**src/rtl/fetch_pkg.sv**
```systemverilog
// Shared types and constants for the instruction-fetch stage.
// Latency: n/a (package only).
// Backpressure: n/a (package only).
package fetch_pkg;

    localparam int          INSTR_W      = 32;
    localparam logic [31:0] RESET_PC_DEF = 32'h0000_0000;
    localparam logic [31:0] PC_INC       = 32'd4;

    typedef enum logic {
        ST_RUN  = 1'b0,
        ST_HALT = 1'b1
    } fetch_state_e;

    typedef struct packed {
        logic [31:0]        pc;
        logic [INSTR_W-1:0] instr;
    } qentry_t;

endpackage

```
**src/rtl/fetch_queue.sv**
```systemverilog
// Synchronous FIFO of fetched {pc, instr} entries with flush.
// Latency: a push is visible at the head on the following cycle.
// Backpressure: full_o blocks pushes unless a pop happens in the same cycle.
//
// Ports: clk/rst_n (sync active-low); push_i/push_dat_i write the tail;
// pop_i removes the head; flush_i empties the queue (wins over push/pop);
// head_dat_o is the head entry; full_o/empty_o report occupancy.
module fetch_queue
    import fetch_pkg::*;
#(
    parameter int DEPTH = 2
) (
    input  logic    clk,
    input  logic    rst_n,
    input  logic    push_i,
    input  qentry_t push_dat_i,
    input  logic    pop_i,
    input  logic    flush_i,
    output qentry_t head_dat_o,
    output logic    full_o,
    output logic    empty_o
);

    localparam int PW = (DEPTH > 1) ? $clog2(DEPTH) : 1;
    localparam int CW = $clog2(DEPTH + 1);

    qentry_t         mem_q [DEPTH];
    logic [PW-1:0]   rd_ptr_q;
    logic [PW-1:0]   wr_ptr_q;
    logic [CW-1:0]   count_q;

    assign head_dat_o = mem_q[rd_ptr_q];
    assign full_o     = (count_q == CW'(DEPTH));
    assign empty_o    = (count_q == '0);

    // DEPTH is a power of two, so pointers wrap naturally.
    always_ff @(posedge clk) begin
        if (!rst_n) begin
            rd_ptr_q <= '0;
            wr_ptr_q <= '0;
            count_q  <= '0;
            // Entries are cleared so the head reads as zero after reset.
            for (int i = 0; i < DEPTH; i++) begin
                mem_q[i] <= '0;
            end
        end else if (flush_i) begin
            rd_ptr_q <= '0;
            wr_ptr_q <= '0;
            count_q  <= '0;
        end else begin
            if (push_i) begin
                mem_q[wr_ptr_q] <= push_dat_i;
                wr_ptr_q        <= wr_ptr_q + PW'(1);
            end
            if (pop_i) begin
                rd_ptr_q <= rd_ptr_q + PW'(1);
            end
            case ({push_i, pop_i})
                2'b10:   count_q <= count_q + CW'(1);
                2'b01:   count_q <= count_q - CW'(1);
                default: count_q <= count_q;
            endcase
        end
    end

endmodule

```
**src/rtl/fetch_unit.sv**
```systemverilog
// Instruction fetch: owns the PC, captures memory data into a small queue.
// Latency: instruction at iaddr in cycle N is at the head in N+1.
// Backpressure: full queue with no pop holds the PC; decode stalls via out_ready.
//
// Ports: clk/rst_n (sync active-low); iaddr/instruction to imem;
// redirect_valid/redirect_pc reload PC and flush; halt_req stops fetching;
// out_valid/out_ready/out_instr/out_pc decode handshake; halted, fetch_fault status.
// Optional macro FETCH_ALIGN_CHECK_EN: misaligned redirect faults and halts.
module fetch_unit
    import fetch_pkg::*;
#(
    parameter logic [31:0] RESET_PC = RESET_PC_DEF,
    parameter int          QDEPTH   = 2
) (
    input  logic               clk,
    input  logic               rst_n,
    output logic [31:0]        iaddr,
    input  logic [INSTR_W-1:0] instruction,
    input  logic               redirect_valid,
    input  logic [31:0]        redirect_pc,
    input  logic               halt_req,
    output logic               out_valid,
    input  logic               out_ready,
    output logic [INSTR_W-1:0] out_instr,
    output logic [31:0]        out_pc,
    output logic               halted,
    output logic               fetch_fault
);

    fetch_state_e state_q, state_d;
    logic [31:0]  pc_q, pc_d;

    logic    q_full, q_empty;
    logic    q_push, q_pop, q_flush;
    qentry_t q_push_dat, q_head;

    // Redirect suppresses both ends of the queue in its cycle.
    assign q_pop   = !q_empty && out_ready && !redirect_valid;
    assign q_push  = (state_q == ST_RUN) && (!q_full || q_pop) && !redirect_valid;
    assign q_flush = redirect_valid;

    assign q_push_dat.pc    = pc_q;
    assign q_push_dat.instr = instruction;

    assign iaddr     = pc_q;
    assign out_valid = !q_empty;
    assign out_instr = q_head.instr;
    assign out_pc    = q_head.pc;
    assign halted    = (state_q == ST_HALT);

`ifdef FETCH_ALIGN_CHECK_EN
    logic fault_q, fault_d;
    assign fetch_fault = fault_q;
`else
    // Low address bits are dropped on redirect in this build.
    logic unused_align;
    assign unused_align = ^redirect_pc[1:0];
    assign fetch_fault  = 1'b0;
`endif

    always_comb begin
        state_d = state_q;
        pc_d    = pc_q;
`ifdef FETCH_ALIGN_CHECK_EN
        fault_d = fault_q;
`endif
        if (redirect_valid) begin
`ifdef FETCH_ALIGN_CHECK_EN
            if (redirect_pc[1:0] != 2'b00) begin
                // Bad target: keep the old PC and park in HALT until a good redirect.
                fault_d = 1'b1;
                state_d = ST_HALT;
            end else begin
                pc_d    = redirect_pc;
                state_d = ST_RUN;
            end
`else
            pc_d    = {redirect_pc[31:2], 2'b00};
            state_d = ST_RUN;
`endif
        end else begin
            if (q_push) begin
                pc_d = pc_q + PC_INC;
            end
            // The fetch in the halt_req cycle still completes above.
            if (state_q == ST_RUN && halt_req) begin
                state_d = ST_HALT;
            end
        end
    end

    always_ff @(posedge clk) begin
        if (!rst_n) begin
            state_q <= ST_RUN;
            pc_q    <= RESET_PC;
`ifdef FETCH_ALIGN_CHECK_EN
            fault_q <= 1'b0;
`endif
        end else begin
            state_q <= state_d;
            pc_q    <= pc_d;
`ifdef FETCH_ALIGN_CHECK_EN
            fault_q <= fault_d;
`endif
        end
    end

    fetch_queue #(
        .DEPTH (QDEPTH)
    ) u_queue (
        .clk        (clk),
        .rst_n      (rst_n),
        .push_i     (q_push),
        .push_dat_i (q_push_dat),
        .pop_i      (q_pop),
        .flush_i    (q_flush),
        .head_dat_o (q_head),
        .full_o     (q_full),
        .empty_o    (q_empty)
    );

endmodule

```
**config.mk**
```make
export PLATFORM = sky130hd
export DESIGN_NAME = fetch_unit
export DESIGN_NICKNAME = d
export VERILOG_FILES = /design/src/rtl/fetch_pkg.sv /design/src/rtl/fetch_queue.sv /design/src/rtl/fetch_unit.sv
export SDC_FILE = /design/constraint.sdc
export NUM_CORES = 1
export LEC_CHECK = 0
export CORE_MARGIN = 1.5
export CORE_UTILIZATION = 46
export DETAILED_ROUTE_END_ITERATION = 8
export PLACE_DENSITY_LB_ADDON = 0.15
export SLEW_MARGIN = 20
export SYNTH_ARGS = -nofsm -noshare
export SYNTH_HDL_FRONTEND = slang
export SYNTH_SLANG_ARGS = --single-unit
```
**constraint.sdc**
```tcl
create_clock -name clk -period 6.79 [get_ports clk]
set_input_delay 1.358 -clock clk [delete_from_list [all_inputs] [get_ports clk]]
set_output_delay 1.358 -clock clk [all_outputs]
set_load 0.02 [all_outputs]
```
[Word-level counts from Yosys, hierarchy flattened]
Memories as Yosys holds them, arrays and structs flattened. A register that Yosys moved wholly into a read port is not among the register bits.
Index checks and enable logic that the tools add are counted.
Operators by class
  $add $sub $neg: 5
  multipliers: 0
  divide/modulo/power cells: 0
  order comparisons: 0
  equality and inequality tests: 3
  shift-type cells: 0
  mux-type cells: 13
  bitwise operators: 2
  reduce and logical (&&, ||, !) cells: 14
Operators by type and width (number)
  32-bit two-way mux: 2
  64-bit two-way mux: 1
  64-bit OR reduction: 1
  32-bit by 3-bit adder with 32-bit output, second input constant: 1
  1-bit two-way mux: 9
  1-bit logical AND: 5
  2-bit equality test, second input constant: 2
  2-bit case mux with 2 select lines: 1
  2-bit nonzero test: 2
  1-bit zero test: 3
  1-bit adder, second input constant: 2
  2-bit by 1-bit adder with 2-bit output, second input constant: 1
  2-bit by 1-bit equality test with 1-bit output, second input constant: 1
  2-bit zero test: 1
  1-bit inverter: 2
  2-bit OR reduction: 1
  2-bit by 1-bit subtractor with 2-bit output, second input constant: 1
  1-bit logical OR: 1
Storage, ports and cells
  register bits after elaboration: 37
  latch bits: 0
  RAM bits: 128
  memory bits (read-only): 0
  input bits: 69
  output and inout port bits: 99
  logic and storage cells: 44
  memories kept: 1
Memory list
  u_queue.mem_q: words 2, width 64, read ports 1, clocked after memory_dff 1, write ports 2, line fetch_queue.sv:27  | qentry_t mem_q [DEPTH];

[Logic depth before layout (Yosys ltp)]
  word-level depth: 13
  mapped depth: 9
  depth with buffers taken out: 7

[Hierarchy]
Synthesis repeated with hierarchy kept, for this count alone.
Unflattened totals
  cells, all modules: 640
  area total of the unflattened synthesis: 7800.0 um^2
Modules (own cells, without submodules)
  fetch_queue: times used 1, cells each 382, area an instance 5769.3 um^2, seq. area each 3943.8 um^2
  fetch_unit: times used 1, cells each 258, area an instance 2030.7 um^2, seq. area each 620.6 um^2

[Least setup slack after synthesis]
Ideal clock, no wire load.
  path type: input-to-reg
  start: in redirect_valid
  end: mem u_queue.mem_q[0][0] (netlist name), enable pin
  setup time: 0.574 ns
  arrival time: 6.409 ns
  required time: 6.216 ns
  path slack: -0.193 ns
  stages: 4
  path buffers: 1
  cell sequence: buf_2 -> nor2b_1 -> o21ai_2 -> o31ai_1
RTL lines
  start, declared: line fetch_unit.sv:19  | input logic redirect_valid,
  end, declared: line fetch_queue.sv:27

==> results.md <==
- The maximum buffer depth of the clock tree is 2.
- The total detailed-routing wirelength is between 15000 and 20000 um.
- The critical path is of the in -> reg type.
- edfxtp_1 takes more of the synthesized area than any other cell.
- After clock tree synthesis, the repair step resized 0 gates.
- In the routed design, unresolved DRC markers number 0.
- The kind of end point of the critical path is a register.
- In this run the biggest area consumer among cell types represents 50.9% of the synthesized area.
- The arrival time of the worst setup path is approximately 4 ns.
- The total die area is 16700 um2.
- The number of antenna diodes in the final layout is 0.
- The internal power consumption is slightly below 2000 uW.
- The chip height is roughly 130 um.
- Measured along the x axis, the die boundary spans 129 um.
- The quantity of I/O buffers inserted on ports is between 150 and 200.
- After routing the design area is ~9800 um2.
- At the pin with the least slew margin, the transition time is between 0.9 and 1 ns.
- The source of the critical timing path is redirect_valid.
- The setup slack of the worst register-to-register path is 4.50 ns.
- The flow ran to the end, and the final reports show no timing, DRC or antenna violations.
- The netlist area before placement is around 7300 um2.
- The ratio of final minimum period to clock period is 56.9%.
- The launching point of the worst reg2reg path is u_queue.count_q[0].
- At the worst endpoint, the required time is 6.84 ns.
- The critical path ends at u_queue.mem_q[0][1].
- The power density of the placed cells is 259 nW/um2.
- The initial antenna violation count is 0.
- The core box area is 15400 um2.
- STA classifies the critical path startpoint as an input port.
- The count of clock tree sinks is between 150 and 200.
- The boundary pin count is 168.
- The instance count along the most critical hold path is 2.
- The most used flip-flop cell after synthesis is edfxtp_1.
- The share of total power dissipated in sequential elements is between 40% and 50%.
- For this run, the post-layout net count is 802.
- The detailed placement HPWL is 10400 um.
- The Yosys warning count is 0.
- The cell at the root of the clock tree is clkbuf_16.
- Buffers added to address setup during post-CTS repair amount to 0.
- The switching power share of the total is ~23%.
- In the synthesized netlist, the cells that appear most often are 124 x edfxtp_1, 122 x and2_1, 62 x mux2_2, 36 x dfxtp_1, 34 x o21ai_0.
- Of all flip-flops after synthesis, the portion carrying an async set or reset was 0%.
- The synthesized design contains 160 register bits.
- After the first detailed-routing iteration, the DRC count stood at 378.
- Once placement finished, the instance area stood at 9110 um2.
- The design draws 2530 uW.
- Entering global routing, the biggest net connects 63 pins.
- The worst register-to-register path has a depth of 4.
- The number of slew-limit violations in the final report was 0.
- The leakage power figure is between 0.003 and 0.004 uW.
- The final critical-path required period is 3.86 ns.
- The average instance in the mapped netlist occupies 12.6 um2.
- The cell count after synthesis is 581.
- The worst setup skew after layout is 0.00860 ns.
- Setup repair after global routing left no endpoint under its margin.
- Across the VDD grid, the largest voltage drop is 0.173 mV.
- The fraction of layout cells with a size suffix above 1 is 16.0%.
- The clock slew at the register clock pins of the worst setup and hold paths is 0.06 ns.
- The combinational share of power is 12.7%.
- The number of nets with antenna violations after detailed routing is 0.
- The clock network is responsible for between 40% and 50% of the overall power.
- The total number of vias is ~5000.
- The most numerous cell in the Yosys netlist is edfxtp_1.
- The sequential-to-total area share from yosys stat is 60.7%.
- The initial core utilization is a little under half.
- The wire length per cell is 17.2 um.
- In this run, distinct cell masters in the synthesized netlist total 45.
- TritonCTS created 17 clock buffers.
- Headroom to the max-slew limit came out at 39.2%.
- The final global-route overflow total is 0.
- The via count of the first global-routing pass came to 5048.
- Static timing analysis puts the maximum clock frequency at 259 MHz.
- The classification of the worst-slack hold path is reg -> reg.
- The final weighted congestion of routability-driven global placement is 0.838.
- By area the synthesized netlist is led by edfxtp_1 51%, and2_1 10%, dfxtp_1 9.8%, mux2_2 9.5%, o21ai_0 2.3%.
- The number of rows created at floorplan is 45.
- The endpoint identified for the worst register-to-register timing path is u_queue.mem_q[0][1].
- The area added between synthesis and finish is 33.4%.
- The first-pass GRT wire length is about 26000 um.
- The CTS tree is yes.
- Hold repair after CTS inserted 0 buffers.
- The detailed-routing iteration count for the pre-antenna-repair pass is 4.
- The H-tree was split into 4 levels.
- The final total negative setup slack is 0 ns.
- The global router's overall resource usage is 20.4%.
- The maximum net fanout on the critical path is 57.
- Setup violations remaining at the end of the flow were counted as 0.
- The max-capacitance violation count is 0.
- The utilization after layout is a little under two thirds.
- The insertion delay of the later-clocked pin in the worst-skew pair is about 0.42 ns.
- The number of enable flip-flop cells after synthesis is 124.
- The total count of hold-check failures in the final report is 0.
- The via density per instance is 5.16.
- Summed over all nets, the switching power comes to 585 uW.
## registers in the layout (all words and copies together) (netlist names), named ones only
register,cells
iaddr,30
u_queue.wr_ptr_q,1
u_queue.count_q,2
u_queue.mem_q,124
u_queue.rd_ptr_q,1
halted,1
## worst max-delay path, stage by stage
cell and delay [ns]:
clkdlybuf4s50_1 0.82, nor2b_1 0.38, o21ai_2 0.21, o31ai_4 0.39
buf_4 0.70
## layout make-up
class	instances	area [um2]
inverter	6	22.5
clock inverter	13	210
timing repair buffer	167	1650
fill	1179	5610
sequential	160	4450
multi-input combinational	379	2720
tap	211	264
clock buffer	19	443
## power groups by stage
stage	Sequential [uW]	Clock (uW)	Combinational, uW
after floorplan	1180	0	154
after global placement	1180	0	319
after detailed placement	1180	0	322
after CTS	1160	1060	325
after global routing	1170	1100	343
final	1160	1050	320
## metal layers
metal / up-vias / GRT usage (%) / share of wire [%]
met2: 131 / 34.6 / 49
met4: 0 / 7.73 / 1.8
met5: - / 0 / 0
met1: 2399 / 26.0 / 45
met3: 25 / 4.05 / 4.1
li1: 2373 / - / -
## per-stage QoR
step	std cells	hold slack (ns)	setup WS, ns
4_1_cts	955	0.517	2.89
3_3_place_gp	923	0.492	2.53
5_1_grt	955	0.571	2.79
3_5_place_dp	923	0.498	2.51
6_report	955	0.522	2.93
2_1_floorplan	585	0.472	1.76
## how the worst min path moves through the flow
stage	from	endpoint	slack [ns]
2_1_floorplan	u_queue.rd_ptr_q	register	0.47
3_3_place_gp	u_queue.rd_ptr_q	u_queue.rd_ptr_q	0.49
3_5_place_dp	u_queue.rd_ptr_q	u_queue.rd_ptr_q	0.50
4_1_cts	u_queue.rd_ptr_q	u_queue.rd_ptr_q	0.52
5_1_grt	u_queue.count_q[1]	u_queue.count_q[1]	0.57
6_report	u_queue.rd_ptr_q	u_queue.rd_ptr_q	0.52
## layout by cell type, fill, tap and decap left out, types with 12 or more instances in the layout
master / count
dfxtp_1: 35
clkdlybuf4s50_1: 160
clkbuf_16: 17
and2_1: 122
xnor2_1: 16
mux2_2: 62
nand2_1: 16
edfxtp_1: 124
a21oi_1: 18
nand3_1: 14
o21ai_0: 34
nor4_1: 12
## logic make-up after synthesis
family | count (synthesis) | synth area share (%)
and+or+nand+nor | 214 | 17.7
DFF | 160 | 60.7
AOI/OAI and AO/OA | 67 | 5.45
muxes | 64 | 9.81
buffers and inverters | 46 | 2.68
xor gates and xnor gates | 27 | 3.23
adders and majority gates | 2 | 0.342
other | 1 | 0.0512
(Power assumes the default switching activity.)
==> RTL edit (config.mk and constraints unchanged) <==
The parameter `QDEPTH` goes from 2 to 4.
--- a/src/rtl/fetch_unit.sv
+++ b/src/rtl/fetch_unit.sv
@@ -11,5 +11,5 @@
 #(
     parameter logic [31:0] RESET_PC = RESET_PC_DEF,
-    parameter int          QDEPTH   = 2
+    parameter int          QDEPTH   = 4
 ) (
     input  logic               clk,
Behaviour: not the same (a bounded check fails within 4 cycles, from zero or initial values and one cycle with rst_n low).
==> RTL edit against the unedited design <==
  * Combinational power increased by 18%
  * Sequential cell count increased by 128
  * Sequential power increased by 78%
  * Power increased by 60%
  * Worst hold slack improved by 0.0055 ns
  * Cell area increased by 62%
  * Worst setup slack got worse by 0.69 ns
  * Synthesized area increased by 76%
  * Critical endpoint is now out_pc[18]
  * Via count increased by 56%
  * Register-to-register slack got worse by 0.59 ns
  * Routed wire length increased by 80%
  * First-iteration DRC count increased by 50%
==> RTL edit: results (changes against the unedited design) <==
- The flow ran to the end, and the final reports show no timing, DRC or antenna violations.
- Maximum buffer depth of the clock tree: 3 (+1)
* Max IR drop VDD: 0.0001674 V (-3.2%)
- Via count of the first global-routing pass: 7869 (+56%)
- Gr usage total: 0.2067 (+0.002496)
- By count the netlist is led by sky130_fd_sc_hd__edfxtp_1 (248), sky130_fd_sc_hd__and2_1 (185), sky130_fd_sc_hd__and3_1 (63), sky130_fd_sc_hd__mux4_2 (62), sky130_fd_sc_hd__clkbuf_1 (54).
* Worst-path fanout max: 41 (-28%)
- The sequential fraction of the synthesis area came to 0.6401 (+0.03278).
- The number of violations reported at the end of detailed-routing iteration 0 was 568 (+50%).
- Top_reg_cell synth: sky130_fd_sc_hd__edfxtp_1
* Maximum level of the CTS H-tree: 1 (-3)
- The number of distinct library cells after synthesis came to 46 (+2.2%).
* Worst hold path startpoint: u_queue.rd_ptr_q[1]
- Data arrival time of the worst path: 3.20 ns (-0.71 ns)
- The worst slew margin relative to its limit came to 0.3384 (-0.05371).
* Mean routed wirelength per cell: 20.57 um (+20%)
- The fraction of layout cells with a size suffix above 1 came to 0.1336 (-0.02630).
- The number of enable-type register cells in the synthesized netlist is 248 (+100%).
- The insertion delay to the later sink of the worst-skew pair came to 0.55 ns (+0.13 ns).
- The routed via count is 7679 (+56%).
* Reg2Reg Launch Point: u_queue.count_q[2]
- By area the synthesized netlist is led by sky130_fd_sc_hd__edfxtp_1 (58%), sky130_fd_sc_hd__mux4_2 (11%), sky130_fd_sc_hd__and2_1 (9.0%).
- Standby leakage power: 0.005755 uW (+62%)
- Detailed Place HPWL: 16.76 mm (+61%)
* Number of clock buffers inserted by TritonCTS: 30 (+13)
* Final #Nets: 1104 (+38%)
* Final RePlAce weighted congestion: 0.7996 (-4.6%)
- The slowest stage of the critical path is the sky130_fd_sc_hd__dfxtp_4 cell.
- Clock tree synthesis selected as its root buffer the cell sky130_fd_sc_hd__clkbuf_16.
- Critical path start-end classification: reg2out
RTL edit: changes by cell type after synthesis, sizes merged, moves of 5 or more:
cell	change
mux2	-62
clkbuf	+27
and2	+61
and3	+61
nor2	+10
o21ai	-8
nand2	+19
edfxtp	+124
or3	-5
a22o	+5
mux4	+62
a31oi	-5
RTL edit: area by class of cell:
class	instances	area (um2)
inverter	10	37.54
clock inverter	20	170.2
timing repair buffer	175	1712
clock buffer	35	790.8
sequential	288	8255
tap	378	473.0
fill	2275	11890
multi-input combinational	527	4378
RTL edit: per-layer routing:
| metal | wire, um | part of all wire | track usage |
|---|---|---|---|
| met1 | 12780 | 0.43 | 0.2784 |
| met2 | 14370 | 0.49 | 0.3484 |
| met3 | 1818 | 0.062 | 0.03860 |
| met4 | 504 | 0.017 | 0.04886 |
| met5 | 0 | 0 | 0 |
RTL edit: final timing paths:
check                    endpoint  slack (ns)  cells past startpoint
min                     flip-flop        0.53                      2
max                    out_pc[18]        2.24                      3
max reg2reg  u_queue.mem_q[3][20]        3.91                      5
min reg2reg             flip-flop        0.53                      2
RTL edit: kinds of logic (layout without fill, tap and decap cells):
| logic type | Yosys count | after routing | share of synthesized area |
|---|---|---|---|
| other cells | 1 | 5 | 0.0002910 |
| fa+ha+maj | 3 | 3 | 0.003495 |
| xor+xnor | 32 | 32 | 0.02175 |
| buf+inv | 80 | 240 | 0.02554 |
| simple gates | 362 | 362 | 0.1689 |
| mux | 62 | 62 | 0.1084 |
| flops | 288 | 288 | 0.6401 |
| compound gates | 63 | 63 | 0.03165 |
RTL edit: worst max-delay path, delay by kind of cell, from the launching register on:
kind / cells / cell delay, ns
buffers and inverters: 2 / 1.11
flip-flops: 1 / 0.92
multiplexers: 1 / 0.60
RTL edit: through the flow:
stage               cell area (um2)  instances  total power, uW  setup WS, ns
floorplan                     12900        895             2296         1.502
global placement              14850       1378             2490         2.406
detailed placement            14860       1378             2495         2.418
CTS                           15820       1433             4082         2.100
global route                  15820       1433             4192         1.985
finish                        15820       1433             4053         2.235
RTL edit: power breakdown:
group          internal (uW)  switching (uW)
logic                    175             203
registers               2020            54.7
clock network            939             662
total                   3130             920
